<file path="src/rtl/macrocell_configuration_stream_decoder.sv">
// macrocell_configuration_stream_decoder: serial macrocell config bits in, one decoded record per macrocell out
`timescale 1ns/1ps
module macrocell_configuration_stream_decoder #(
  parameter int num_labs = 2,
  parameter int macrocells_per_lab = 16,
  parameter int product_terms_per_macrocell = 5,
  parameter int bits_per_macrocell = 14,
  localparam int P = product_terms_per_macrocell,
  localparam int W = bits_per_macrocell,
  localparam int LW = (num_labs > 1) ? $clog2(num_labs) : 1,
  localparam int MW = (macrocells_per_lab > 1) ? $clog2(macrocells_per_lab) : 1,
  localparam int CW = $clog2(W)
) (
  input  logic          i_clock,
  input  logic          i_reset,
  input  logic          i_start,
  input  logic          i_abort,
  input  logic          i_bit_in,
  input  logic          i_bit_valid,
  output logic          o_bit_ready,
  output logic          o_record_valid,
  input  logic          i_record_ready,
  output logic [LW-1:0] o_lab_index,
  output logic [MW-1:0] o_macrocell_index,
  output logic [P-1:0]  o_product_term_enable,
  output logic          o_clear_select,
  output logic          o_enable_preset,
  output logic [1:0]    o_clock_and_enable_switch,
  output logic          o_fast_input_select,
  output logic [2:0]    o_parallel_expander_enable,
  output logic          o_register_bypass_enable,
  output logic          o_busy,
  output logic          o_done
);
  typedef enum logic [1:0] {S_IDLE, S_SHIFT, S_EMIT, S_DONE} state_t;
  state_t r_state, w_next;
  logic [W-1:0] r_sr;
  logic [CW-1:0] r_bit_count;
  logic [LW-1:0] r_lab;
  logic [MW-1:0] r_mc;
  logic w_bit_acc, w_rec_acc, w_last_bit, w_last_rec, w_clear;
  assign w_bit_acc = (r_state == S_SHIFT) && i_bit_valid;
  assign w_rec_acc = (r_state == S_EMIT) && i_record_ready;
  assign w_last_bit = r_bit_count == CW'(W - 1);
  assign w_last_rec = (r_lab == LW'(num_labs - 1)) && (r_mc == MW'(macrocells_per_lab - 1));
  assign w_clear = i_abort || (r_state == S_IDLE && i_start) || r_state == S_DONE;
  assign o_lab_index = r_lab;
  assign o_macrocell_index = r_mc;
  assign o_product_term_enable = r_sr[P-1:0];
  assign o_clear_select = r_sr[P];
  assign o_enable_preset = r_sr[P+1];
  assign o_clock_and_enable_switch = r_sr[P+3:P+2];
  assign o_fast_input_select = r_sr[P+4];
  assign o_parallel_expander_enable = r_sr[P+7:P+5];
  assign o_register_bypass_enable = r_sr[P+8];
  // state register
  always_ff @(posedge i_clock or posedge i_reset)
    if (i_reset) r_state <= S_IDLE;
    else r_state <= w_next;
  // next state and handshake outputs; abort overrides every transition
  always_comb begin
    w_next = r_state;
    case (r_state)
      S_IDLE:  if (i_start) w_next = S_SHIFT;
      S_SHIFT: if (w_bit_acc && w_last_bit) w_next = S_EMIT;
      S_EMIT:  if (w_rec_acc) w_next = w_last_rec ? S_DONE : S_SHIFT;
      default: w_next = S_IDLE;
    endcase
    if (i_abort) w_next = S_IDLE;
    o_bit_ready = r_state == S_SHIFT;
    o_record_valid = r_state == S_EMIT;
    o_busy = r_state != S_IDLE;
    o_done = r_state == S_DONE;
  end
  // shift register, bit counter and record indices; the shift register holds the record during EMIT
  always_ff @(posedge i_clock or posedge i_reset)
    if (i_reset) begin
      r_sr <= '0;
      r_bit_count <= '0;
      r_lab <= '0;
      r_mc <= '0;
    end else if (w_clear) begin
      r_sr <= '0;
      r_bit_count <= '0;
      r_lab <= '0;
      r_mc <= '0;
    end else if (w_bit_acc) begin
      r_sr <= {i_bit_in, r_sr[W-1:1]};
      r_bit_count <= w_last_bit ? '0 : r_bit_count + 1'b1;
    end else if (w_rec_acc && !w_last_rec) begin
      r_bit_count <= '0;
      r_mc <= (r_mc == MW'(macrocells_per_lab - 1)) ? '0 : r_mc + 1'b1;
      r_lab <= (r_mc == MW'(macrocells_per_lab - 1)) ? r_lab + 1'b1 : r_lab;
    end
endmodule

</file>
<file path="config.mk">
export PLATFORM = sky130hd
export DESIGN_NAME = macrocell_configuration_stream_decoder
export DESIGN_NICKNAME = d
export VERILOG_FILES = /design/src/rtl/macrocell_configuration_stream_decoder.sv
export SDC_FILE = /design/constraint.sdc
export NUM_CORES = 1
export LEC_CHECK = 0
export ABC_AREA = 1
export BUFFER_PORTS_ARGS = -buffer_cell sky130_fd_sc_hd__clkbuf_2
export CAP_MARGIN = 20
export CORE_MARGIN = 8
export CORE_UTILIZATION = 46
export CTS_CLUSTER_SIZE = 25
export DETAILED_ROUTE_END_ITERATION = 7
export GPL_ROUTABILITY_DRIVEN = 1
export PLACE_DENSITY = 0.7
export SYNTH_ARGS = -nofsm -noshare
export SYNTH_HDL_FRONTEND = slang
export SYNTH_SLANG_ARGS = --single-unit
</file>
<file path="constraint.sdc">
create_clock -name i_clock -period 1.84 [get_ports i_clock]
set_input_delay 0.368 -clock i_clock [delete_from_list [all_inputs] [get_ports i_clock]]
set_output_delay 0.368 -clock i_clock [all_outputs]
set_load 0.05 [all_outputs]
</file>
==> qor.yml <==
grt_start_max_net_pins: 26
endpoint_kind: "output port"
postCtsHoldBufs: 0
cts_inserted_buffers: 3
num_vias: 1126
nNetsFinal: 203
p_leak_nw: 0.944
clk_path_buf_depth: 2
slowest_stage: "dfrtp_1"
clock_latency_ns: 0.31
max-slew-margin-rel_pct: 75.0
grt_pass1_vias: 1152
grtUsageTotal_pct: 12.2
placed_area_sq_um: 1490
drt_pass1_iterations: 4
path_class: "flip-flop to output port"
cts_max_level: 1
area.growth.synth_to_final_pct: 14.3
synth_cell_types: 18
report.final.slew_viol_count: 0
drive_above_1_share_pct: 27.6
final.fill_count: 264
path_max_fanout: 6
fin_crit_ns: 1.68
start_util_pct: 48.1
cp.arrival_ns: 1.31
wirelength_um: 2920
timing.fmax_mhz: 595
wire_per_inst_um: 13.1
grt_pass1_wl_um: 5120
clkTransAtPathRegs_ns: 0.13
vdd_drop_max_mv: 0.694
rsz0062_at_grt: "false"
critPathLaunchType: "flip-flop"
final_common_cell: "nand2_1"
synthCells: 161
fin_skew_ns: 0.00159
hold_ws_ns: 0.0792
ys_seq_elements: 25
min_path_type: "primary input to asynchronous set/reset pin"
viasPerCell: 5.05
design_area_sq_um: 1520
path_delay_family: "flip-flops"
ant_nets: 0
dp_cells: 219
die_h_um: 69.7
post-route-period-util_pct: 91.4
cts_tree: "done"
timing.critical_path.buf_inv: 3
cts.sinks: 25
gp_congestion: 0.861
grt_overflow_total: 0
dp_hpwl_um: 2200
critical_path_required_ns: 1.47
worstMarginPinSlew_ns: 0.373
dieWidth_um: 69.7
tns_ns: 0
final_cell_mix: "47 x nand2_1, 29 x clkbuf_2, 28 x nand3_1"
maxCapViolCount: 0
setup_viol: 0
ys_seq_area_share_pct: 47.1
post_cts_buffers: 0
drtIter0Drc: 78
synth_area_sq_um: 1330
p_total_w: 0.00131
yosysWarnings: 0
status: "finished, final reports clean"
syn_nets: 171
path_cells: "inv_2 -> nand2_2 -> inv_1 -> clkbuf_2"
die_area_sq_um: 4860
reg2regPathDepth: 7
cts_resized: 0
num_rows: 19
antenna_found_initial: 0
drc: 0
stdcell_count: 223
power_density_nw_per_um2: 863
synth.avg_cell_area_sq_um: 8.25
ios: 30
diodes: 0
worstSetupPathDepth: 4
finalHoldViolCount: 0
port_buffers: 29
clock-root-buffer: "clkbuf_4"
slowest_delay_ns: 0.46
core-area_sq_um: 2760
## worst reg2reg max path: cells and delay by family, from the launching register on
family / cells / cell delay [ns]
fa+ha+maj: 1 / 0.26
flops: 1 / 0.47
simple gates: 6 / 0.78
## final timing paths
kind	endpoint	slack [ns]	start
max	o_bit_ready	0.16	r_state[1]
min	r_sr[8]	0.08	i_reset
max reg2reg	o_macrocell_index[2]	0.25	o_macrocell_index[0]
min reg2reg	r_sr[0]	0.50	r_sr[0]
max in group asynchronous	o_macrocell_index[1]	1.52	i_reset
min in group i_clock	r_sr[13]	0.28	i_bit_in
## final cells by class
| type | instances | area (sq um) | area share, % |
|---|---|---|---|
| sequential | 25 | 626 | 41.2 |
| inverter | 20 | 75.1 | 4.95 |
| timing repair buffer | 30 | 153 | 10.1 |
| clock buffer | 4 | 26.3 | 1.73 |
| multi-input combinational | 113 | 599 | 39.5 |
| tap | 31 | 38.8 | 2.56 |
## Yosys cell counts, drive strengths merged
master,number,share of area [%]
nand3,29,12
inv,20,5.7
o21ai,2,0.75
nand2,60,19
ha,3,2.8
buf,3,2.1
nor2,10,5.7
xor2,2,1.3
dfrtp,25,47
nand4,7,3.3
## per-layer routing
| metal | vias up | share of wire [%] | routed length, um | global-route usage (%) |
|---|---|---|---|---|
| li1 | 575 | - | - | - |
| met1 | 517 | 44 | 1280 | 14.5 |
| met2 | 32 | 49 | 1430 | 20.4 |
| met3 | 2 | 6.6 | 193 | 4.15 |
| met4 | 0 | 0.51 | 15 | 3.35 |
| met5 | - | 0 | 0 | 0 |
## where the power goes
group          internal, W  switching [W]
combinational     0.000103       0.000360
clock            0.0000846       0.000156
sequential        0.000572      0.0000349
total             0.000759       0.000551
## state kept, by name, summed over array words and instances, names as in the netlist
name	count
r_state	2
o_macrocell_index	4
o_lab_index	1
r_sr	14
r_bit_count	4
## through the flow
step	utilization, %	setup WS, ns
global placement	54.1	0.428
CTS	55.0	0.150
detailed placement	54.1	0.277
finish	55.0	0.158
global route	55.0	0.0597
floorplan	-	0.215
## logic make-up after synthesis
logic type	share of synthesized area, %
AOI/OAI and AO/OA	0.753
xor gates and xnor gates	1.32
adders and majority gates	2.83
buffers and inverters	7.73
and+or+nand+nor	40.2
DFF	47.1
Power figures use the tool's default switching activity.
